## config.mk

```make
export PLATFORM = sky130hd
export DESIGN_NAME = vsram_access_arbiter
export DESIGN_NICKNAME = d
export VERILOG_FILES = /design/src/rtl/vsram_access_arbiter.sv
export SDC_FILE = /design/constraint.sdc
export NUM_CORES = 1
export LEC_CHECK = 0
export ABC_AREA = 1
export ABC_CLOCK_PERIOD_IN_PS = 15400
export BUFFER_PORTS_ARGS = -buffer_cell sky130_fd_sc_hd__buf_2
export CAP_MARGIN = 10
export CORE_AREA = 4 4 271 273
export DETAILED_ROUTE_END_ITERATION = 8
export DIE_AREA = 0 0 275 277
export GPL_TIMING_DRIVEN = 0
export SYNTH_ARGS = -nofsm -noshare
export SYNTH_HDL_FRONTEND = slang
export SYNTH_SLANG_ARGS = --single-unit
```

## constraint.sdc

```tcl
create_clock -name clock -period 15.4 [get_ports clock]
set_clock_uncertainty 0.15 [all_clocks]
set_input_delay 3.08 -clock clock [delete_from_list [all_inputs] [get_ports clock]]
set_output_delay 3.08 -clock clock [all_outputs]
set_load 0.02 [all_outputs]
```

## src/rtl/vsram_access_arbiter.sv

```systemverilog
// Round-robin arbiter sharing a dual-read/dual-write SRAM among NREQ requesters.
// Grants up to two reads and two writes per cycle; read data returns two cycles after acceptance.
module vsram_access_arbiter #(
  parameter int NREQ = 4,
  parameter int AW   = 9,
  parameter int DW   = 48
) (
  input  logic                clock,
  input  logic                reset,
  input  logic [NREQ-1:0]     rd_valid,
  input  logic [NREQ*AW-1:0]  rd_addr,
  output logic [NREQ-1:0]     rd_ready,
  input  logic [NREQ-1:0]     wr_valid,
  input  logic [NREQ*AW-1:0]  wr_addr,
  input  logic [NREQ*DW-1:0]  wr_data,
  output logic [NREQ-1:0]     wr_ready,
  output logic [NREQ-1:0]     rsp_valid,
  output logic [NREQ*DW-1:0]  rsp_data,
  output logic                sram_we,
  output logic [AW-1:0]       sram_waddr1,
  output logic [AW-1:0]       sram_waddr2,
  output logic [DW-1:0]       sram_wdata1,
  output logic [DW-1:0]       sram_wdata2,
  output logic [AW-1:0]       sram_raddr1,
  output logic [AW-1:0]       sram_raddr2,
  input  logic [DW-1:0]       sram_rdata1,
  input  logic [DW-1:0]       sram_rdata2
);

  localparam int PW = $clog2(NREQ);
  typedef logic [PW-1:0] idx_t;

  function automatic idx_t wrap_add(input idx_t base, input int off);
    int sum;
    sum = int'(base) + off;
    if (sum >= NREQ) begin
      sum = sum - NREQ;
    end
    return idx_t'(sum);
  endfunction

  logic [AW-1:0] rd_addr_arr [NREQ];
  logic [AW-1:0] wr_addr_arr [NREQ];
  logic [DW-1:0] wr_data_arr [NREQ];

  for (genvar g = 0; g < NREQ; g++) begin : g_unpack
    assign rd_addr_arr[g] = rd_addr[g*AW +: AW];
    assign wr_addr_arr[g] = wr_addr[g*AW +: AW];
    assign wr_data_arr[g] = wr_data[g*DW +: DW];
  end

  idx_t rd_ptr, wr_ptr, rd_ptr_next, wr_ptr_next;
  idx_t rd_idx, wr_idx;
  idx_t rd_sel1, rd_sel2, wr_sel1, wr_sel2;
  logic rd_hit1, rd_hit2, wr_hit1, wr_hit2;
  idx_t tag1, tag2;
  logic tag1_valid, tag2_valid;

  // Read scan: first two valid requesters starting at rd_ptr
  always_comb begin
    rd_idx  = '0;
    rd_hit1 = 1'b0;
    rd_hit2 = 1'b0;
    rd_sel1 = '0;
    rd_sel2 = '0;
    for (int k = 0; k < NREQ; k++) begin
      rd_idx = wrap_add(rd_ptr, k);
      if (rd_valid[rd_idx] && !rd_hit1) begin
        rd_hit1 = 1'b1;
        rd_sel1 = rd_idx;
      end else if (rd_valid[rd_idx] && !rd_hit2) begin
        rd_hit2 = 1'b1;
        rd_sel2 = rd_idx;
      end else begin
        rd_hit2 = rd_hit2;
      end
    end
  end

  // Write scan: a second candidate that collides with the first grant's address is skipped
  always_comb begin
    wr_idx  = '0;
    wr_hit1 = 1'b0;
    wr_hit2 = 1'b0;
    wr_sel1 = '0;
    wr_sel2 = '0;
    for (int k = 0; k < NREQ; k++) begin
      wr_idx = wrap_add(wr_ptr, k);
      if (wr_valid[wr_idx] && !wr_hit1) begin
        wr_hit1 = 1'b1;
        wr_sel1 = wr_idx;
      end else if (wr_valid[wr_idx] && !wr_hit2 &&
                   (wr_addr_arr[wr_idx] != wr_addr_arr[wr_sel1])) begin
        wr_hit2 = 1'b1;
        wr_sel2 = wr_idx;
      end else begin
        wr_hit2 = wr_hit2;
      end
    end
  end

  // Grant vectors and pointer advance past the last grant
  always_comb begin
    rd_ready          = '0;
    wr_ready          = '0;
    rd_ready[rd_sel1] = rd_hit1;
    rd_ready[rd_sel2] = rd_ready[rd_sel2] | rd_hit2;
    wr_ready[wr_sel1] = wr_hit1;
    wr_ready[wr_sel2] = wr_ready[wr_sel2] | wr_hit2;
    rd_ptr_next = rd_hit2 ? wrap_add(rd_sel2, 1) : (rd_hit1 ? wrap_add(rd_sel1, 1) : rd_ptr);
    wr_ptr_next = wr_hit2 ? wrap_add(wr_sel2, 1) : (wr_hit1 ? wrap_add(wr_sel1, 1) : wr_ptr);
  end

  // Pointers, registered SRAM drive and the read tag stage
  always_ff @(posedge clock or posedge reset) begin
    if (reset) begin
      rd_ptr      <= '0;
      wr_ptr      <= '0;
      sram_we     <= 1'b0;
      sram_waddr1 <= '0;
      sram_waddr2 <= '0;
      sram_wdata1 <= '0;
      sram_wdata2 <= '0;
      sram_raddr1 <= '0;
      sram_raddr2 <= '0;
      tag1        <= '0;
      tag2        <= '0;
      tag1_valid  <= 1'b0;
      tag2_valid  <= 1'b0;
    end else begin
      rd_ptr     <= rd_ptr_next;
      wr_ptr     <= wr_ptr_next;
      tag1       <= rd_sel1;
      tag2       <= rd_sel2;
      tag1_valid <= rd_hit1;
      tag2_valid <= rd_hit2;
      if (rd_hit1) begin
        sram_raddr1 <= rd_addr_arr[rd_sel1];
        sram_raddr2 <= rd_hit2 ? rd_addr_arr[rd_sel2] : rd_addr_arr[rd_sel1];
      end
      // WE is shared, so a lone write is duplicated onto both ports
      sram_we <= wr_hit1;
      if (wr_hit1) begin
        sram_waddr1 <= wr_addr_arr[wr_sel1];
        sram_wdata1 <= wr_data_arr[wr_sel1];
        sram_waddr2 <= wr_hit2 ? wr_addr_arr[wr_sel2] : wr_addr_arr[wr_sel1];
        sram_wdata2 <= wr_hit2 ? wr_data_arr[wr_sel2] : wr_data_arr[wr_sel1];
      end
    end
  end

  // Capture read data into the lane of the requester that issued it
  always_ff @(posedge clock or posedge reset) begin
    if (reset) begin
      rsp_valid <= '0;
      rsp_data  <= '0;
    end else begin
      for (int i = 0; i < NREQ; i++) begin
        if (tag1_valid && (tag1 == idx_t'(i))) begin
          rsp_valid[i]           <= 1'b1;
          rsp_data[i*DW +: DW]   <= sram_rdata1;
        end else if (tag2_valid && (tag2 == idx_t'(i))) begin
          rsp_valid[i]           <= 1'b1;
          rsp_data[i*DW +: DW]   <= sram_rdata2;
        end else begin
          rsp_valid[i]           <= 1'b0;
        end
      end
    end
  end

endmodule

```

; Yosys cells after proc, flatten, opt, wreduce, memory -nomap -nowiden
; Cells that the tools add are included.
[op_classes]
div_mod_pow = 0
shift = 0
n_lt_le_gt_ge = 39
reduce_logical = 48
muxes = 150
eq_ne = 10
bitwise_logic = 15
n_mul = 0
add_sub_neg = 22
[ops]
columns = op, count
row1 = two-way mux 48 bit, 13
row2 = two-way mux 9 bit, 24
row3 = binary-select mux 9 bit (select 2 bit), 11
row4 = binary-select mux 48 bit (select 2 bit), 2
row5 = two-way mux 2 bit, 39
row6 = ">= comparator 3 bit, second input constant", 21
row7 = two-way mux 1 bit, 45
row8 = "less-than comparator 2 x 3 -> 1 bit, second input constant", 12
row9 = != test 9 bit, 4
row10 = NOT 2 -> 3 bit, 11
row11 = logical AND 1 bit, 28
row12 = "subtractor 2 x 1 -> 2 bit, second input constant", 12
row13 = binary-select mux 1 bit (select 2 bit), 10
row14 = "adder 2 x 1 -> 3 bit, second input constant", 6
row15 = "adder 2 x 2 -> 3 bit, second input constant", 4
row16 = zero test 1 bit, 12
row17 = nonzero test 2 bit, 6
row18 = bitwise AND 4 bit, 2
row19 = bitwise mux 4 bit, 2
row20 = demux 1 bit (select 2 bit), 4
row21 = "equality test 2 bit, second input constant", 4
row22 = ">= comparator 2 x 1 -> 1 bit, second input constant", 4
row23 = ">= comparator 2 x 3 -> 1 bit, second input constant", 2
row24 = "equality test 2 x 1 -> 1 bit, second input constant", 2
row25 = other kinds (2), 4
[totals]
mem_count = 0
word_cells = 302
ramBits = 0
ff_bits = 339
rom_bits = 0
latch_bits = 0
out_inout_bits = 337
inputBits = 370

; Logic depth before layout (Yosys ltp)
; Gate-level depths: netlist (run 1).
[logic_depth]
ltp_word = 30
mapped_depth = 31
depth_no_buf = 27

; Least setup slack after synthesis (run 1)
; No wires, ideal clock.
[synth_timing]
kind = input port to output port
start = input port wr_valid[3]
end = output port wr_ready[1]
stages = 23
arrival_time_ps = 5596
n_path_buf = 4
setup_slack_ps = 6574
required_time_ps = 12170
cell_sequence = inv_1 -> nand2_1 -> nand3_4 -> nand2_2 -> buf_6 -> nor2_4 -> nand2_4 -> nand2_4 -> buf_4 -> nand2_1 -> o211ai_2 -> nand2_1 -> nand2_1 -> nand2_1 -> nand3_1 -> nor2_1 -> nor2_2 -> nand2_1 -> nand2_2 -> nand2_2 -> buf_4 -> buf_4 -> o21ai_0
[synth_between]
elab_chain_cells = 26
elab_cells_between_ends = 78
cone_classes = order compare: 4 / eq/ne: 3 / mux: 48 / bitwise: 5 / reduce/logical: 18
[synth_lines]
columns = item, line
row1 = start: declaration, 13  ; input logic [NREQ-1:0] wr_valid,
row2 = binary-select mux 1 bit (select 2 bit), "89, 92"
row3 = two-way mux 1 bit (not written as such), "89, 92"
row4 = two-way mux 2 bit, 89  ; if (wr_valid[wr_idx] && !wr_hit1) begin
row5 = NOT 2 -> 3 bit (not written as such), 93  ; (wr_addr_arr[wr_idx] != wr_addr_arr[wr_sel1])) begin
row6 = binary-select mux 9 bit (select 2 bit), 93
row7 = two-way mux 9 bit (not written as such) (2 in series), 93
row8 = != test 9 bit, 93
row9 = logical AND 1 bit, 92  ; end else if (wr_valid[wr_idx] && !wr_hit2 &&
row10 = [8 not listed], --
row11 = logical AND 1 bit (2 in series), 92
row12 = two-way mux 2 bit, 92
row13 = two-way mux 2 bit, 89
row14 = less-than comparator 2 x 3 -> 1 bit (not written as such) / >= comparator 2 x 1 -> 1 bit (equally long branches), 109  ; wr_ready[wr_sel2] = wr_ready[wr_sel2] | wr_hit2;
row15 = logical AND 1 bit (not written as such), 109
row16 = two-way mux 1 bit (not written as such), 109
row17 = demux 1 bit (select 2 bit), 109
row18 = bitwise mux 4 bit *, 109
row19 = end: declaration, 16  ; output logic [NREQ-1:0] wr_ready,
; Mark *: on every way between the ends. The rest lies on a longest branch, timed or not. The select of a mux whose other input is x is not followed.

; Worst setup path after layout (run 1)
[layout_timing]
start = input port wr_valid[3]
end = output port wr_ready[0]
; Same word-level chain as after synthesis.

==> results of run 1 <==
cell type report:
cell class	count	area share, %
flip-flops and latches	339	30.0
well taps	950	4.21
clock inverters	25	1.21
clock buffers	54	4.17
plain buffers	219	3.65
multi-input cells	2458	39.7
repair buffers	708	12.7
diodes	12	0.106
inverters	312	4.18
final timing paths:
check / endpoint / slack (ps)
setup / recovery: wr_ready[0] / 5170
hold reg to reg: rsp_data[167] / 320
min in group asynchronous: sram_wdata2[24] / 2420
hold / removal: rsp_data[167] / 320
setup reg to reg: sram_wdata2[11] / 10510
max in group asynchronous: rsp_data[69] / 10940
cell families after synthesis:
logic type / count (synthesis) / share of synthesized area [%]
flip-flops: 339 / 38.7
buffers and inverters: 531 / 10.1
AND/OR/NAND/NOR: 1743 / 32.1
XOR/XNOR: 4 / 0.160
AO/OA/AOI/OAI: 711 / 18.9
critical path, cell delays in order:
cell and delay, ps:
buf_2 150, inv_1 80, nand2_1 100, nand3_4 180
inv_1 90, a21oi_2 220, buf_4 260, nand2_4 150
a21oi_1 380, inv_1 150, nor2_2 340, clkinv_1 500
clkbuf_1 650, o22ai_1 410, buf_2 230
layer usage:
metal / up-vias / GRT usage [%] / share of wire [%] / wire length (um)
li1: 12300 / - / - / -
met2: 1688 / 48.9 / 46 / 54100
met5: - / 0 / 0.031 / 36
met4: 6 / 17.8 / 7.4 / 8700
met3: 397 / 6.83 / 9.9 / 11600
met1: 12500 / 33.7 / 36 / 42800
cell usage in the layout, fill, tap and decap left out, types with 7 or more instances in the layout:
cell	Yosys	layout
a22o_1	16	16
nor2_1	45	45
o21ai_1	9	9
buf_2	32	738
inv_1	303	302
bufinv_16	0	7
clkbuf_1	140	145
buf_1	18	18
clkbuf_16	0	43
nand3_1	269	269
o221ai_1	41	41
diode_2	0	12
o21ai_0	503	503
a221oi_1	18	18
o22ai_1	7	7
dfrtp_1	339	339
a22oi_1	59	59
buf_6	14	14
clkinv_2	0	10
buf_4	14	14
a21oi_1	19	19
nand2_2	12	12
a31oi_1	8	8
o311ai_0	8	8
nand2_1	1388	1388
registers in the layout, indices dropped and copies added (netlist names):
| signal | cells |
|---|---|
| rd_ptr | 2 |
| rsp_data | 192 |
| rsp_valid | 4 |
| sram_raddr1 | 9 |
| sram_raddr2 | 9 |
| sram_waddr1 | 9 |
| sram_waddr2 | 9 |
| sram_wdata1 | 48 |
| sram_wdata2 | 48 |
| sram_we | 1 |
| tag1 | 2 |
| tag1_valid | 1 |
| tag2 | 2 |
| tag2_valid | 1 |
| wr_ptr | 2 |
stage by stage:
step / std cells / hold slack (ps) / worst slack [ps] / setup TNS [ps] / util [%]
2_1_floorplan: 3328 / 428 / 2780 / 0 / -
3_3_place_gp: 4984 / 308 / -1850 / -590000 / 37.4
3_5_place_dp: 4986 / 310 / 5310 / 0 / 37.5
4_1_cts: 5065 / 327 / 5300 / 0 / 39.7
5_1_grt: 5073 / 340 / 5060 / 0 / 39.7
6_report: 5077 / 321 / 5170 / 0 / 39.7
==> impl_metrics.csv, run 1 <==
group,metric,value,unit
synthesis,synthTopCellsByCount,"nand2_1 (1388), o21ai_0 (503), dfrtp_1 (339)",
timing,post-route-period-util,66.4,%
cts,cts_tree,"built",
critical_path,cp_max_fo,10,
timing,setup_viol,0,
timing,fmax,97.8,MHz
cts,hold_buffers,0,
critical_path,reg2regPathDepth,18,
timing,hold_violations,0,
critical_path,required,12170,ps
synthesis,yosysSeqAreaShare,38.7,%
global_routing,grt_pass1_vias,26100,
worst_hold_path,worstHoldStart,"rsp_data[167]",
timing,fin_crit,10230,ps
cts,post_cts_resize_count,0,
timing,slew_headroom,15.8,%
synthesis,ys_warn_count,0,
synthesis,ys_types,43,
cts,clk_pin_slew_worst_paths,60,ps
cts,root_buffer,"clkbuf_16",
floorplan,dieWidth,275,um
place,place_congestion,1.02,
drt,routed_wl,117000,um
global_routing,grt_pass1_wl,169000,um
layout,drive_above_1_share,21.5,%
drt,viasPerCell,5.31,
worst_hold_path,min_path_type,"reg2reg",
floorplan,dieArea,76200,um^2
critical_path,startpoint,"wr_valid[3]",
timing,tightestPinTransition,1260,ps
critical_path,end_kind,"output port",
drt,drc,0,
run,drv_cap,0,
synthesis,synth_ff_type,"dfrtp_1",
floorplan,io_pins,707,
floorplan,rows,98,
synthesis,synth.most_common_cell,"nand2_1",
floorplan,start_util,30.8,%
timing,finalMaxSlewViolations,0,
synthesis,synth_edf_count,0,
synthesis,syn_nets,3698,
layout,fin_area,28200,um^2
place,io_buffers,706,
synthesis,synth.top_cell.area_share,38.7,%
cts,clock_latency,570,ps
cts,clock_sinks,339,
drt,antenna_left,0,
drt,drt_pass1_iterations,8,
drt,first_iter_violations,2684,
critical_path,crit_type,"in2out",
place,hpwlAfterDp,91500,um
synthesis,ys_async_sr_fraction,100,%
synthesis,synthesis.area,21900,um^2
synthesis,synth.area.top_cells,"dfrtp_1 (39%), nand2_1 (24%), o21ai_0 (11%)",
floorplan,fp.dieH,277,um
cts,cts_buffers,43,
cts,cts_buffer_depth,3,
critical_path,r2r-start,"wr_ptr[1]",
place,place_area,26700,um^2
layout,area_delta_synth_final,28.9,%
synthesis,yosys.area.top_type,"dfrtp_1",
drt,vias,27000,
layout,layout.nets,4451,
synthesis,syn_area_per_cell,6.58,um^2
drt,wl_per_cell,23.1,um
run_status,outcome,"finished, final reports clean",
synthesis,syn_inst,3328,
global_routing,grt_usage,29.2,%
global_routing,overflow,0,
critical_path,arrival,7000,ps
critical_path,start_kind,"primary input",
layout,seqCellArea,8480,um^2
timing,rsz0062_at_grt,"no",
worst_hold_path,hold_depth,2,
layout,multi_input_area,11200,um^2
synthesis,synth_seq_cells,339,
global_routing,antenna_found_initial,16,
cts,postCtsSetupBuffers,0,
layout,nFillCells,7735,
cts,htreeDepth,2,
global_routing,grt_max_degree,122,
floorplan,coreArea,71100,um^2
Power of run 1 is not shown: default switching activity piles up to over one toggle a cycle in this logic, so the estimate is an artifact.
==> inputs of run 2 (changes only) <==
--- a/config.mk
+++ b/config.mk
@@ -6,7 +6,7 @@
 export NUM_CORES = 1
 export LEC_CHECK = 0
 export ABC_AREA = 1
-export ABC_CLOCK_PERIOD_IN_PS = 15400
+export ABC_CLOCK_PERIOD_IN_PS = 10600
 export BUFFER_PORTS_ARGS = -buffer_cell sky130_fd_sc_hd__buf_2
 export CAP_MARGIN = 10
 export CORE_AREA = 4 4 271 273
==> constraint.sdc (replaced) <==
create_clock -name clock -period 10.6 [get_ports clock]
set_clock_uncertainty 0.15 [all_clocks]
set_input_delay 2.12 -clock clock [delete_from_list [all_inputs] [get_ports clock]]
set_output_delay 2.12 -clock clock [all_outputs]
set_load 0.02 [all_outputs]
==> run 2 against run 1 <==
Compared with the run above: non-clock buffer count rose by 7; worst setup slack got worse by 2900 ps; sequential share of layout area about the same; register-to-register slack got worse by 4900 ps; via count up 0.68%; design area hardly changed; worst hold slack better by 3.0 ps; global-route usage rose by 0.076 points; critical path type unchanged.
==> impl_metrics.csv, run 2 (synthesis results as in run 1) <==
group,metric,value,unit
critical_path,arrival,6030,ps
cts,cts_buffers,42,
timing,slew_headroom,22.1,%
timing,tightestPinTransition,1170,ps
floorplan,rows,98,
floorplan,fp.dieH,277,um
cts,cts_buffer_depth,3,
cts,root_buffer,"clkbuf_16",
timing,fin_crit,8300,ps
drt,drt_pass1_iterations,6,
floorplan,dieArea,76200,um^2
timing,fmax,120,MHz
global_routing,overflow,0,
timing,setup_viol,0,
critical_path,start_kind,"primary input",
global_routing,grt_max_degree,41,
floorplan,dieWidth,275,um
cts,postCtsSetupBuffers,0,
timing,finalMaxSlewViolations,0,
cts,hold_buffers,0,
floorplan,io_pins,707,
layout,fin_area,28200,um^2
drt,first_iter_violations,2635,
timing,hold_violations,0,
drt,drc,0,
critical_path,r2r-start,"wr_ptr[1]",
place,io_buffers,706,
cts,post_cts_resize_count,0,
place,place_congestion,1.02,
global_routing,grt_pass1_vias,26200,
drt,wl_per_cell,23.1,um
place,place_area,26800,um^2
critical_path,required,8330,ps
critical_path,cp_max_fo,10,
floorplan,coreArea,71100,um^2
layout,nFillCells,7749,
worst_hold_path,min_path_type,"reg2reg",
worst_hold_path,worstHoldStart,"rsp_data[156]",
run,drv_cap,0,
place,hpwlAfterDp,93700,um
layout,reg_top3,"rsp_data: 192 flops, sram_wdata1: 48 flops, sram_wdata2: 48 flops",
layout,top_register,"rsp_data",
timing,rsz0062_at_grt,"no",
layout,largest_reg_flops,192,
cts,clock_latency,590,ps
layout,area_delta_synth_final,28.8,%
critical_path,crit_type,"in2out",
layout,postLayoutCoreUtil,39.7,%
critical_path,startpoint,"wr_valid[2]",
floorplan,start_util,30.8,%
cts,clk_pin_slew_worst_paths,60,ps
layout,final_common_cell,"nand2_1",
drt,viasPerCell,5.34,
layout,layout.nets,4457,
run_status,outcome,"finished, final reports clean",
global_routing,grt_usage,29.3,%
timing,finalSetupTns,0,ps
cts,cts_tree,"built",
cts,clock_sinks,339,
drt,routed_wl,117000,um
timing,post-route-period-util,78.3,%
critical_path,end_kind,"output port",
timing,hold_ws,324,ps
global_routing,grt_pass1_wl,170000,um
drt,vias,27100,
layout,mostFrequentLayoutCells,"nand2_1 (1388), buf_2 (738), o21ai_0 (503)",
cts,htreeDepth,2,
drt,antenna_left,0,
global_routing,antenna_found_initial,18,
layout,drive_above_1_share,21.6,%
-- run 2: cell types whose count changed in the layout (fill, tap and decap cells not counted), sizes merged --
cell      before  now
clkinvlp       2    1
bufinv         7    1
clkinv        17   19
diode         12   15
buf          787  794
clkbuf       194  197
-- run 2: path summary, 6_finish.rpt --
path | endpoint | slack (ps) | cells past startpoint
hold reg to reg | rsp_data[156] | 320 | 2
setup / recovery | wr_ready[0] | 2300 | 16
max in group asynchronous | sram_wdata1[24] | 7280 | 6
min in group asynchronous | rsp_data[46] | 1550 | 2
hold / removal | rsp_data[156] | 320 | 2
setup reg to reg | sram_wdata2[10] | 5630 | 18
-- run 2: metrics by stage --
stage	std cells	worst slack (ps)
2_1_floorplan	3328	3690
3_3_place_gp	4984	1400
3_5_place_dp	4993	2460
4_1_cts	5070	2450
5_1_grt	5077	2240
6_report	5085	2300
-- run 2: routing by layer --
metal  vias to the layer above  routed length (um)  global-route usage [%]
li1                      12400                   -                       -
met1                     12600               43000                    33.7
met2                      1704               54200                    49.2
met3                       401               11300                    6.83
met4                         8                8690                    17.6
met5                         -                  55                       0
-- run 2: layout make-up --
cell class                 count  area [um^2]  area share (%)
antenna                       15         37.5           0.133
buffer                       219         1030            3.66
clock buffer                  57         1190            4.21
clock inverter                20          176           0.625
inverter                     312         1180            4.17
multi-input combinational   2458        11200            39.7
sequential                   339         8480            30.1
tap                          950         1190            4.21
timing repair buffer         715         3710            13.2
-- run 2: critical path: stages --
cell	delay (ps)
buf_2	170
inv_1	80
nand2_1	130
nand3_4	170
nand2_2	180
buf_6	180
nor2_2	70
nand3_1	110
nand2_4	140
a21oi_1	360
inv_1	160
nor2_2	340
clkinv_1	520
clkbuf_1	630
o22ai_1	420
buf_2	220
Power of run 2 is left out for the same reason.
